File: src/rtl/systolic_frame_sched.sv
// Frame scheduler for a chain of 4-bit-serial systolic tiles: queue, nibble serializer, return deserializer, flush/drain.
// Optional returned-ctrl consistency check enabled by defining SYSCTL_CTRL_CHECK_EN.
module systolic_frame_sched #(
    parameter int DEPTH = 4,
    parameter int CHAIN = 1
) (
    input  logic        clk,
    input  logic        rst_n,
    input  logic        in_valid,
    output logic        in_ready,
    input  logic [15:0] in_row,
    input  logic [15:0] in_col,
    input  logic [7:0]  in_ctrl,
    output logic [3:0]  out_row_nib,
    output logic [3:0]  out_col_nib,
    output logic        out_row_ctrl,
    output logic        out_col_ctrl,
    input  logic [3:0]  ret_row_nib,
    input  logic [3:0]  ret_col_nib,
    input  logic        ret_row_ctrl,
    input  logic        ret_col_ctrl,
    output logic        res_valid,
    output logic [15:0] res_row,
    output logic [15:0] res_col,
    output logic [7:0]  res_ctrl,
    input  logic        flush,
    output logic        busy,
    output logic        done,
    output logic        frame_start,
    output logic        err
);
    localparam int AW = $clog2(DEPTH);
    localparam int PW = AW + 1;

    typedef enum logic [1:0] {RUN = 2'd0, DRAIN = 2'd1, WAIT = 2'd2} state_t;

    logic [39:0]   mem_q [DEPTH];
    state_t        state_q, state_d;
    logic [1:0]    cnt_q, cnt_d;
    logic [PW-1:0] wr_ptr_q, wr_ptr_d, rd_ptr_q, rd_ptr_d;
    logic [15:0]   row_sh_q, row_sh_d, col_sh_q, col_sh_d;
    logic [3:0]    rctl_sh_q, rctl_sh_d, cctl_sh_q, cctl_sh_d;
    logic [CHAIN:0] pipe_q, pipe_d;
    logic [11:0]   ret_row_sh_q, ret_row_sh_d, ret_col_sh_q, ret_col_sh_d;
    logic [2:0]    ret_rctl_sh_q, ret_rctl_sh_d, ret_cctl_sh_q, ret_cctl_sh_d;
    logic          in_ready_q, in_ready_d, res_valid_q, res_valid_d;
    logic [15:0]   res_row_q, res_row_d, res_col_q, res_col_d;
    logic [7:0]    res_ctrl_q, res_ctrl_d;
    logic          busy_q, busy_d, done_q, done_d, frame_start_q, frame_start_d;

    logic          frame_edge_s, empty_s, empty_d_s, full_d_s, push_s, pop_s;
    logic [39:0]   head_s;
    logic [15:0]   ret_row_word_s, ret_col_word_s;
    logic [3:0]    ret_rctl_word_s, ret_cctl_word_s;
    logic [7:0]    ret_ctrl_s;

    // Next-state logic for queue, serializer, deserializer, in-flight pipe and drain sequencing.
    always_comb begin
        frame_edge_s  = (cnt_q == 2'd3);
        empty_s       = (wr_ptr_q == rd_ptr_q);
        push_s        = in_valid && in_ready_q;
        pop_s         = frame_edge_s && !empty_s;
        head_s        = mem_q[rd_ptr_q[AW-1:0]];
        cnt_d         = cnt_q + 2'd1;
        wr_ptr_d      = wr_ptr_q + PW'(push_s);
        rd_ptr_d      = rd_ptr_q + PW'(pop_s);
        empty_d_s     = (wr_ptr_d == rd_ptr_d);
        full_d_s      = (wr_ptr_d[AW] != rd_ptr_d[AW]) && (wr_ptr_d[AW-1:0] == rd_ptr_d[AW-1:0]);

        // A frame edge reloads the serializer (zeros for an idle frame); otherwise shift MSB-first.
        row_sh_d  = frame_edge_s ? (pop_s ? head_s[31:16] : 16'd0) : {row_sh_q[11:0], 4'd0};
        col_sh_d  = frame_edge_s ? (pop_s ? head_s[15:0]  : 16'd0) : {col_sh_q[11:0], 4'd0};
        rctl_sh_d = frame_edge_s ? (pop_s ? head_s[35:32] : 4'd0)  : {rctl_sh_q[2:0], 1'b0};
        cctl_sh_d = frame_edge_s ? (pop_s ? head_s[39:36] : 4'd0)  : {cctl_sh_q[2:0], 1'b0};
        pipe_d    = frame_edge_s ? {pipe_q[CHAIN-1:0], pop_s} : pipe_q;

        ret_row_word_s  = {ret_row_sh_q, ret_row_nib};
        ret_col_word_s  = {ret_col_sh_q, ret_col_nib};
        ret_rctl_word_s = {ret_rctl_sh_q, ret_row_ctrl};
        ret_cctl_word_s = {ret_cctl_sh_q, ret_col_ctrl};
        ret_ctrl_s      = {ret_cctl_word_s, ret_rctl_word_s};
        ret_row_sh_d    = ret_row_word_s[11:0];
        ret_col_sh_d    = ret_col_word_s[11:0];
        ret_rctl_sh_d   = ret_rctl_word_s[2:0];
        ret_cctl_sh_d   = ret_cctl_word_s[2:0];

        res_valid_d = frame_edge_s && pipe_q[CHAIN];
        res_row_d   = res_valid_d ? ret_row_word_s : res_row_q;
        res_col_d   = res_valid_d ? ret_col_word_s : res_col_q;
        res_ctrl_d  = res_valid_d ? ret_ctrl_s     : res_ctrl_q;

        done_d = 1'b0;
        case (state_q)
            RUN: begin
                if (flush) state_d = DRAIN;
                else       state_d = RUN;
            end
            DRAIN: begin
                if (frame_edge_s && empty_d_s) state_d = WAIT;
                else                           state_d = DRAIN;
            end
            WAIT: begin
                if (frame_edge_s && (pipe_d == {(CHAIN+1){1'b0}})) begin
                    state_d = RUN;
                    done_d  = 1'b1;
                end else begin
                    state_d = WAIT;
                end
            end
            default: state_d = RUN;
        endcase

        in_ready_d    = (state_d == RUN) && !full_d_s;
        busy_d        = !empty_d_s || (pipe_d != {(CHAIN+1){1'b0}}) || (state_d != RUN);
        frame_start_d = (cnt_d == 2'd0);
    end

    // Queue storage; contents are don't-care until written, so no reset.
    always_ff @(posedge clk) begin
        if (push_s) mem_q[wr_ptr_q[AW-1:0]] <= {in_ctrl, in_row, in_col};
    end

    // State and registered outputs.
    always_ff @(posedge clk or negedge rst_n) begin
        if (!rst_n) begin
            state_q       <= RUN;
            cnt_q         <= 2'd0;
            wr_ptr_q      <= {PW{1'b0}};
            rd_ptr_q      <= {PW{1'b0}};
            row_sh_q      <= 16'd0;
            col_sh_q      <= 16'd0;
            rctl_sh_q     <= 4'd0;
            cctl_sh_q     <= 4'd0;
            pipe_q        <= {(CHAIN+1){1'b0}};
            ret_row_sh_q  <= 12'd0;
            ret_col_sh_q  <= 12'd0;
            ret_rctl_sh_q <= 3'd0;
            ret_cctl_sh_q <= 3'd0;
            in_ready_q    <= 1'b1;
            res_valid_q   <= 1'b0;
            res_row_q     <= 16'd0;
            res_col_q     <= 16'd0;
            res_ctrl_q    <= 8'd0;
            busy_q        <= 1'b0;
            done_q        <= 1'b0;
            frame_start_q <= 1'b1;
        end else begin
            state_q       <= state_d;
            cnt_q         <= cnt_d;
            wr_ptr_q      <= wr_ptr_d;
            rd_ptr_q      <= rd_ptr_d;
            row_sh_q      <= row_sh_d;
            col_sh_q      <= col_sh_d;
            rctl_sh_q     <= rctl_sh_d;
            cctl_sh_q     <= cctl_sh_d;
            pipe_q        <= pipe_d;
            ret_row_sh_q  <= ret_row_sh_d;
            ret_col_sh_q  <= ret_col_sh_d;
            ret_rctl_sh_q <= ret_rctl_sh_d;
            ret_cctl_sh_q <= ret_cctl_sh_d;
            in_ready_q    <= in_ready_d;
            res_valid_q   <= res_valid_d;
            res_row_q     <= res_row_d;
            res_col_q     <= res_col_d;
            res_ctrl_q    <= res_ctrl_d;
            busy_q        <= busy_d;
            done_q        <= done_d;
            frame_start_q <= frame_start_d;
        end
    end

    assign in_ready     = in_ready_q;
    assign out_row_nib  = row_sh_q[15:12];
    assign out_col_nib  = col_sh_q[15:12];
    assign out_row_ctrl = rctl_sh_q[3];
    assign out_col_ctrl = cctl_sh_q[3];
    assign res_valid    = res_valid_q;
    assign res_row      = res_row_q;
    assign res_col      = res_col_q;
    assign res_ctrl     = res_ctrl_q;
    assign busy         = busy_q;
    assign done         = done_q;
    assign frame_start  = frame_start_q;

`ifdef SYSCTL_CTRL_CHECK_EN
    logic [7:0] hist_q [CHAIN+1];
    logic [7:0] hist_d [CHAIN+1];
    logic       err_q, err_d;

    // Issued-ctrl history travels with the valid pipe; its tail is the ctrl expected back.
    always_comb begin
        hist_d = hist_q;
        err_d  = err_q;
        if (frame_edge_s) begin
            hist_d[0] = pop_s ? head_s[39:32] : 8'd0;
            for (int i = 1; i <= CHAIN; i++) hist_d[i] = hist_q[i-1];
            if (pipe_q[CHAIN] && (ret_ctrl_s != hist_q[CHAIN])) err_d = 1'b1;
            else                                                 err_d = err_q;
        end else begin
            err_d = err_q;
        end
    end

    // Sticky error and history registers.
    always_ff @(posedge clk or negedge rst_n) begin
        if (!rst_n) begin
            err_q <= 1'b0;
            for (int i = 0; i <= CHAIN; i++) hist_q[i] <= 8'd0;
        end else begin
            err_q  <= err_d;
            hist_q <= hist_d;
        end
    end

    assign err = err_q;
`else
    assign err = 1'b0;
`endif
endmodule

File: config.mk
export PLATFORM = sky130hd
export DESIGN_NAME = systolic_frame_sched
export DESIGN_NICKNAME = d
export VERILOG_FILES = /design/src/rtl/systolic_frame_sched.sv
export SDC_FILE = /design/constraint.sdc
export NUM_CORES = 1
export LEC_CHECK = 0
export CAP_MARGIN = 10
export CORE_UTILIZATION = 45
export DETAILED_ROUTE_END_ITERATION = 7
export PLACE_DENSITY = 0.69
export SETUP_SLACK_MARGIN = 0.15
export SLEW_MARGIN = 20
export SYNTH_ARGS = -nofsm -noshare
export SYNTH_HDL_FRONTEND = slang
export SYNTH_SLANG_ARGS = --single-unit
File: constraint.sdc
create_clock -name clk -period 4 [get_ports clk]
set_clock_uncertainty 0.15 [all_clocks]
set_input_delay 0.8 -clock clk [delete_from_list [all_inputs] [get_ports clk]]
set_output_delay 0.8 -clock clk [all_outputs]
set_load 0.01 [all_outputs]
* Yosys cells after proc, flatten, opt, wreduce, memory -nomap -nowiden *
Memory sizes are Yosys's and may differ from the RTL's.
Cells that the tools add are included.

word-level totals
  flip-flop bits (word level) = 127
  bits in writable memories = 160
  output and inout port bits = 56
  word-level logic and storage cells = 67
  memories = 1

memories
  name   depth  width  read ports  clocked after Yosys merged registers in  wr ports  line  RTL
  mem_q  4      40     1           0                                        1         37    logic [39:0] mem_q [DEPTH];

cells by class
  add/subtract/negate cells = 3
  eq/ne operators = 7
  mux-type cells = 17
  reductions and logical operators = 18

operators with widths
  kind                                                                   count
  16-bit two-way mux                                                     4
  4-bit two-way mux                                                      4
  2-bit zero test                                                        4
  1-bit logical AND                                                      7
  3-bit by 1-bit adder with 3-bit output                                 2
  3-bit equality test                                                    2
  2-bit two-way mux                                                      3
  2-bit one-hot mux with 3 select lines                                  1
  1-bit two-way mux                                                      5
  2-bit equality test, second input constant                             2
  2-bit nonzero test                                                     2
  1-bit zero test                                                        3
  2-bit by 1-bit adder with 2-bit output, second input constant          1
  2-bit by 1-bit equality test with 1-bit output, second input constant  1
  2-bit equality test                                                    1
  1-bit logical OR                                                       2
  1-bit != test                                                          1

* Logic depth before layout (Yosys ltp) *
Gate-level depths: netlist (run 1).

  word-level depth = 10
  mapped depth = 11

* Worst setup path after synthesis (run 1) *
OpenSTA, ideal clock, no wires.

  path kind = input -> register
  start point = input port in_valid
  end point = memory mem_q[1][0] (enable)
  setup time = 495 ps
  arrival time = 3,871 ps
  required time = 3,355 ps
  path slack = -516 ps
  stages = 2
  buffers on the path = 0
  cell sequence = nand2_1 nor3b_1

between the ends
  longest elaborated chain between the ends = 3

ends and longest elaborated chain
  element                                  line  RTL
  from (decl)                              9     input logic in_valid,
  1-bit logical AND                        61    push_s = in_valid && in_ready_q;
  1-bit two-way mux                        120   if (push_s) mem_q[wr_ptr_q[AW-1:0]] <= {in_ctrl, in_row, in_col};
  1-bit two-way mux (not written as such)  120
  to (decl)                                37

Every way passes these cells.

* Final worst setup path (run 1) *
  start point = register cnt_q[0]
  end point = register busy_q, in the netlist busy

between the ends
  longest elaborated chain between the ends = 9

ends and longest elaborated chain
  element                                     line  RTL
  from (decl)                                 39    logic [1:0] cnt_q, cnt_d;
  from (signal assigned)                      149   cnt_q <= cnt_d;
  2-bit equality test (*)                     59    frame_edge_s = (cnt_q == 2'd3);
  1-bit logical AND (*)                       62    pop_s = frame_edge_s && !empty_s;
  3-bit by 1-bit adder with 3-bit output (*)  66    rd_ptr_d = rd_ptr_q + PW'(pop_s);
  via rd_ptr_d[1]                             40    logic [PW-1:0] wr_ptr_q, wr_ptr_d, rd_ptr_q, rd_ptr_d;
  3-bit equality test (*)                     67    empty_d_s = (wr_ptr_d == rd_ptr_d);
  1-bit logical AND                           99    if (frame_edge_s && empty_d_s) state_d = WAIT;
  2-bit two-way mux                           99
  2-bit one-hot mux with 3 select lines       93    case (state_q)
  2-bit nonzero test                          114   busy_d = !empty_d_s || (pipe_d != {(CHAIN+1){1'b0}}) || (state_d != RUN);
  1-bit logical OR (*)                        114
  via busy_d                                  49    logic busy_q, busy_d, done_q, done_d, frame_start_q, frame_start_d;
  to (signal assigned)                        166   busy_q <= busy_d;
  to (decl)                                   49

The timed path passes the listed nets; every way through them passes the cells marked *.
A chain may end at the register's enable or synchronous reset.

==> impl_metrics.csv, run 1 <==
group,metric,value,unit
route,detail-route-antenna-nets,0,
sta,min_period,3410,ps
route,totalWireLength,17300,µm
die,die_y,152,µm
grt,grt_use_total,0.154,
worst_setup_path,crit_arrival,3660,ps
sta,grt_setup_unrepaired,"no",
worst_hold_path,min_path_type,"primary input to asynchronous set/reset pin",
grt,grt_pass1_wl,27800,µm
worst_setup_path,r2r-end,"busy",
cts,clockRootBuffer,"clkbuf_16",
placed_design,routabilityCongestion,0.722,
worst_setup_path,critical_path.endpoint_type,"flip-flop",
sta,finalSetupTns,0,ps
logic_synthesis,async_flop_share,0.443,
pwr,power_density,614,nW/µm²
die,start_util,0.462,
route,via_count,4701,
cts,cts_sinks,287,
worst_setup_path,rr_worst_depth,9,
worst_setup_path,cp_max_fo,42,
sta,setup_viol,0,
grt,grt_pass1_vias,5124,
die,dieWidth,152,µm
sta,finalHoldViolations,0,
logic_synthesis,synth_area,10200,µm²
pwr,p_comb_frac,0.198,
route,drcViolationCount,14,
sta,final-max-slew-violation-count,0,
placed_design,io_buffers,108,
grt,grt_max_degree,79,
cts,cts.repair.resized,0,
logic_synthesis,synth_edf_count,160,
logic_synthesis,synth_warnings,0,
cells_and_area,layout-drive-gt1-share,0.229,
logic_synthesis,synth_largest_area_cell,"edfxtp_1",
worst_setup_path,start_kind,"flip-flop",
pwr,swShare,0.242,
sta,max_freq,293,MHz
worst_setup_path,path_class,"flip-flop to flip-flop",
logic_synthesis,synth_cells,481,
pwr,p_int,0.00579,W
sta,relSlewSlack,0.353,
logic_synthesis,synth_ff_type,"edfxtp_1",
logic_synthesis,ys_seq_area_frac,0.784,
pwr,irDropWorstVdd,356,µV
route,drt_iter0_drc,221,
pwr,clockPowerShare,0.327,
cts,path_clk_slew,60,ps
cts,postCtsSetupBuffers,0,
cells_and_area,fin_nets,658,
run_status,outcome,"complete, but fails checks",
sta,post-route-period-util,0.853,
grt,grt-ovfl-total,0,
cts,hold_buffers,0,
cts,cts_buffers,28,
logic_synthesis,yosys-top-cells-area,"edfxtp_1 (47%), dfrtp_1 (31%), mux4_2 (8.8%), mux2_2 (4.5%), a22o_1 (2.6%)",
pwr,switchingPower,0.00185,W
cells_and_area,postLayoutCoreUtil,0.564,
die,fp.coreArea,22000,µm²
worst_setup_path,endpoint,"busy",
pwr,sequentialPowerShare,0.475,
cts,clk-insertion-delay-late,520,ps
placed_design,dp_hpwl,10300,µm
worst_setup_path,r2r_start,"cnt_q[0]",
die,top_level_ports,110,
pwr,leakage,4.58,nW
logic_synthesis,synth_top_area_share,0.472,
logic_synthesis,syn_nets,541,
logic_synthesis,synth_seq_cells,287,
job,maxCapViolCount,0,
cells_and_area,antenna_cells,0,
worst_setup_path,crit_start,"cnt_q[0]",
worst_setup_path,cp.required,4250,ps
die,rows,54,
route,wl_per_cell,19.3,µm
grt,antenna_found_initial,0,
logic_synthesis,synth_cell_types,32,
cts,cts_tree,"built",
cts,cts_buffer_depth,3,
cts,htreeDepth,1,
worst_setup_path,rrSetupSlack,590,ps
route,first_pass_iters,7,
die,die-area,23200,µm²
route,vias_per_cell,5.22,
cells_and_area,syn_to_final_growth,22.1,%
run_status,failed_checks,"design-rule violations",
logic_synthesis,syn_area_per_cell,21.2,µm²
sta,tightest_slew,968,ps
[placed cells by master (no fill, tap or decap), types with 2 or more instances in the layout]
master             n
clkdlybuf4s50_1  107
clkbuf_1           9
and2_1            10
mux4_2            40
nor3b_2            2
a22o_1            30
ha_1               6
inv_1              3
clkinv_2           4
buf_4              9
dfstp_2            2
edfxtp_1         160
nor3b_1            2
dfrtp_1          123
clkbuf_16         31
nand2_1            4
nand2b_1           2
mux2_2            41
xor2_1             8
dfrtp_2            2
clkinv_1           5
[synth_stat cells (2+ instances only)]
cell type,instances
buf_2,11
and2_1,10
nor3b_1,4
nor3_1,2
buf_6,2
dfstp_2,2
buf_4,10
dfrtp_1,125
inv_1,3
mux4_2,40
mux2_2,41
clkbuf_1,7
ha_1,6
xor2_1,8
nand2b_1,2
a22o_1,30
edfxtp_1,160
nand2_1,4
[worst min-delay path by stage]
stage	endpoint	cells after the start
final	res_row[12]	1
after global routing	res_row[12]	1
after detailed placement	ret_col_sh_q[7]	0
after CTS	res_row[0]	1
after floorplan	ret_cctl_sh_q[1]	0
after global placement	ret_row_sh_q[8]	0
[cells by family after synthesis]
kind of cell | Yosys count | synth area share
AO/OA/AOI/OAI | 37 | 0.0315
XOR/XNOR | 8 | 0.00688
adder cells (fa/ha/maj) | 6 | 0.00737
buffers and inverters | 34 | 0.0191
flip-flops | 287 | 0.784
multiplexers | 81 | 0.134
other | 1 | 0.000368
AND/OR/NAND/NOR | 27 | 0.0166
[metal layers]
metal,vias to the layer above,track usage,routed length [µm],part of all wire
li1,2085,-,-,-
met1,2452,0.202,7460,0.43
met3,25,0.0299,886,0.051
met4,0,0.0432,320,0.018
met2,139,0.262,8680,0.50
met5,-,0,0,0
[power by group through the flow]
stage / logic, W / registers [W] / clock network (W)
after global routing: 0.00163 / 0.00366 / 0.00267
final: 0.00151 / 0.00363 / 0.00250
after global placement: 0.00153 / 0.00367 / 0
after CTS: 0.00155 / 0.00363 / 0.00256
after detailed placement: 0.00155 / 0.00369 / 0
after floorplan: 0.00101 / 0.00368 / 0
[through the flow]
step	instances	cell area (µm²)	worst slack [ps]	power (W)	hold slack (ps)
after detailed placement	848	11500	525	0.00524	209
final	900	12400	587	0.00764	156
after CTS	900	12400	527	0.00775	165
after floorplan	481	10200	-516	0.00469	200
after global routing	900	12400	264	0.00796	190
after global placement	848	11500	718	0.00519	203
[critical path: stages, from the launching register on]
cell	delay, ps
dfrtp_1	370
ha_1	290
inv_2	320
nor2_4	850
ha_1	290
ha_1	260
xor2_1	160
nor2_1	170
nand2b_1	120
a2111o_1	300
[layout make-up]
type / instances / area, µm²
clock inverter: 11 / 76.3
fill: 1671 / 9590
timing repair buffer: 117 / 1160
inverter: 4 / 15.0
sequential: 287 / 7990
multi-input combinational: 160 / 2020
clock buffer: 41 / 823
tap: 280 / 350
[sequential cells by signal, indices dropped and copies added, names as in the netlist]
signal,count
row_sh_q,16
rd_ptr_q,3
mem_q,160
cctl_sh_q,4
busy,1
frame_start,1
res_valid,1
rctl_sh_q,4
ret_rctl_sh_q,3
done,1
wr_ptr_q,3
ret_col_sh_q,12
ret_row_sh_q,12
res_ctrl,8
ret_cctl_sh_q,3
col_sh_q,16
pipe_q,2
res_row,16
cnt_q,2
state_q,2
in_ready,1
res_col,16
(Power assumes the default switching activity.)
==> run 2, diff against run 1 <==
--- a/config.mk
+++ b/config.mk
@@ -5,10 +5,10 @@
 export SDC_FILE = /design/constraint.sdc
 export NUM_CORES = 1
 export LEC_CHECK = 0
-export CAP_MARGIN = 10
 export CORE_UTILIZATION = 45
 export DETAILED_ROUTE_END_ITERATION = 7
 export PLACE_DENSITY = 0.69
+export RECOVER_POWER = 100
 export SETUP_SLACK_MARGIN = 0.15
 export SLEW_MARGIN = 20
 export SYNTH_ARGS = -nofsm -noshare
==> run 2 against run 1 <==
Effect of this change: the run ends with design-rule violations, max-capacitance violations, max-slew violations left; utilization down 0.20 points; maximum frequency up 0.26%; critical endpoint unchanged; global-route usage did not move; via count about the same; wire length about the same; combinational power down 5%; setup slack better by 9.0 ps; critical path depth did not move; highest routed layer unchanged; largest cell class unchanged; clock-buffer cell count did not move; flip-flop and latch count stayed put; total power decreased by 1.2%; cell area decreased by 0.36%.
==> impl_metrics.csv, run 2 (synthesis gave the netlist of run 1 again) <==
group,metric,value,unit
die,dieWidth,152,µm
placed_design,dp_slack,525,ps
placed_design,dpl.cell_count,848,
sta,grt_setup_unrepaired,"no",
cts,htreeDepth,1,
cells_and_area,largest_reg_flops,160,
grt,grt_use_total,0.154,
sta,final-max-slew-violation-count,92,
grt,grt_pass1_vias,5124,
worst_hold_path,hp-start,"ret_col_sh_q[3]",
cts,cts_tree,"built",
pwr,leakage,4.60,nW
sta,post-route-period-util,0.851,
cells_and_area,final_common_cell,"edfxtp_1",
pwr,irDropWorstVdd,356,µV
sta,worst_slack,596,ps
placed_design,dp_hpwl,10300,µm
cts,postCtsSetupBuffers,0,
grt,antenna_found_initial,0,
cts,clockRootBuffer,"clkbuf_16",
cts,cts_sinks,287,
worst_setup_path,critical_path.top_delay_family,"simple AND/OR/NAND/NOR gates",
cells_and_area,multi_input_area,2000,µm²
worst_setup_path,critPathBufInv,1,
worst_setup_path,slowest_stage,"nor2_4",
cells_and_area,layout-drive-gt1-share,0.215,
worst_setup_path,path_class,"flip-flop to flip-flop",
die,top_level_ports,110,
worst_setup_path,path_depth,9,
route,detail-route-antenna-nets,0,
placed_design,routabilityCongestion,0.722,
die,rows,54,
cells_and_area,syn_to_final_growth,21.7,%
cells_and_area,postLayoutCellArea,12400,µm²
cts,hold_buffers,0,
cells_and_area,final_cell_mix,"edfxtp_1 (160), dfrtp_1 (123), dlygate4sd3_1 (106)",
worst_setup_path,crit_arrival,3650,ps
sta,tightest_slew,2760,ps
cts,path_clk_slew,60,ps
worst_setup_path,start_kind,"flip-flop",
worst_setup_path,rr_worst_depth,9,
placed_design,io_buffers,108,
route,wl_per_cell,19.3,µm
sta,finalSetupTns,0,ps
die,die_y,152,µm
route,drt_iter0_drc,259,
cells_and_area,antenna_cells,0,
route,totalWireLength,17300,µm
run_status,outcome,"complete, but fails checks",
worst_setup_path,crit_start,"cnt_q[0]",
cells_and_area,fin_cells,900,
worst_setup_path,cp_max_fo,42,
sta,min_period,3400,ps
cts,cts.repair.resized,0,
job,maxCapViolCount,2,
route,via_count,4702,
worst_hold_path,hold_depth,0,
cts,cts_buffer_depth,3,
worst_setup_path,max_stage_delay,840,ps
worst_setup_path,r2r_start,"cnt_q[0]",
grt,grt-ovfl-total,0,
die,fp.coreArea,22000,µm²
worst_setup_path,cp_common_cell,"ha_1",
sta,setup_viol,0,
route,vias_per_cell,5.22,
run_status,failed_checks,"design-rule violations, max-capacitance violations, max-slew violations",
sta,max_freq,294,MHz
route,first_pass_iters,6,
die,start_util,0.462,
sta,relSlewSlack,-0.842,
cells_and_area,regArea,7990,µm²
cts,clk-insertion-delay-late,520,ps
worst_setup_path,critical_path.endpoint_type,"flip-flop",
grt,grt_max_degree,79,
cells_and_area,fillers,1678,
pwr,power_density,609,nW/µm²
worst_hold_path,min_path_type,"flip-flop to flip-flop",
worst_setup_path,cp.required,4250,ps
cells_and_area,fin_nets,658,
sta,finalHoldViolations,0,
cts,cts_buffers,28,
placed_design,place_area,11500,µm²
grt,grt_pass1_wl,27800,µm
worst_setup_path,path_cells,"ha_1 > inv_2 > nor2_4 > ha_1 > ha_1 > xor2_1 > nor2_1 > nand2b_1 > a2111o_1",
route,drcViolationCount,14,
die,die-area,23200,µm²
## run 2: routing by layer
metal	routed length (µm)	track usage	vias up
met3	879	0.0299	27
met5	0	0	-
met2	8660	0.262	136
met4	337	0.0432	0
met1	7450	0.202	2447
li1	-	-	2092
## run 2: power by group
| group | switching [W] | internal [W] | total (W) |
|---|---|---|---|
| Combinational | 0.000664 | 0.000764 | 0.00143 |
| Clock | 0.00101 | 0.00149 | 0.00250 |
| Sequential | 0.000150 | 0.00347 | 0.00362 |
| Total | 0.00182 | 0.00572 | 0.00755 |
## run 2: layout make-up
| type | count | area share |
|---|---|---|
| tap | 280 | 0.0283 |
| sequential | 287 | 0.645 |
| clock buffer | 41 | 0.0665 |
| timing repair buffer | 117 | 0.0917 |
| inverter | 4 | 0.00121 |
| multi-input combinational | 160 | 0.161 |
| clock inverter | 11 | 0.00616 |
## run 2: final timing paths
check | slack, ps | to
worst max-delay path | 600 | busy
min in group asynchronous | 1000 | res_row[12]
worst min register to register | 220 | ret_col_sh_q[7]
max in group asynchronous | 920 | rd_ptr_q[1]
worst max register to register | 600 | busy
worst min-delay path | 220 | ret_col_sh_q[7]
## run 2: per-stage QoR
stage / utilization / hold slack (ps) / total power, W
4_1_cts: 0.564 / 165 / 0.00775
6_report: 0.562 / 216 / 0.00755
3_3_place_gp: 0.524 / 203 / 0.00519
2_1_floorplan: - / 200 / 0.00469
3_5_place_dp: 0.524 / 209 / 0.00524
5_1_grt: 0.562 / 219 / 0.00788
==> run 3, diff against run 2 <==
--- a/config.mk
+++ b/config.mk
@@ -10,7 +10,6 @@
 export PLACE_DENSITY = 0.69
 export RECOVER_POWER = 100
 export SETUP_SLACK_MARGIN = 0.15
-export SLEW_MARGIN = 20
 export SYNTH_ARGS = -nofsm -noshare
 export SYNTH_HDL_FRONTEND = slang
 export SYNTH_SLANG_ARGS = --single-unit
==> results of run 3 <==
No change in the layout: final DEF, timing and power equal those of run 2.
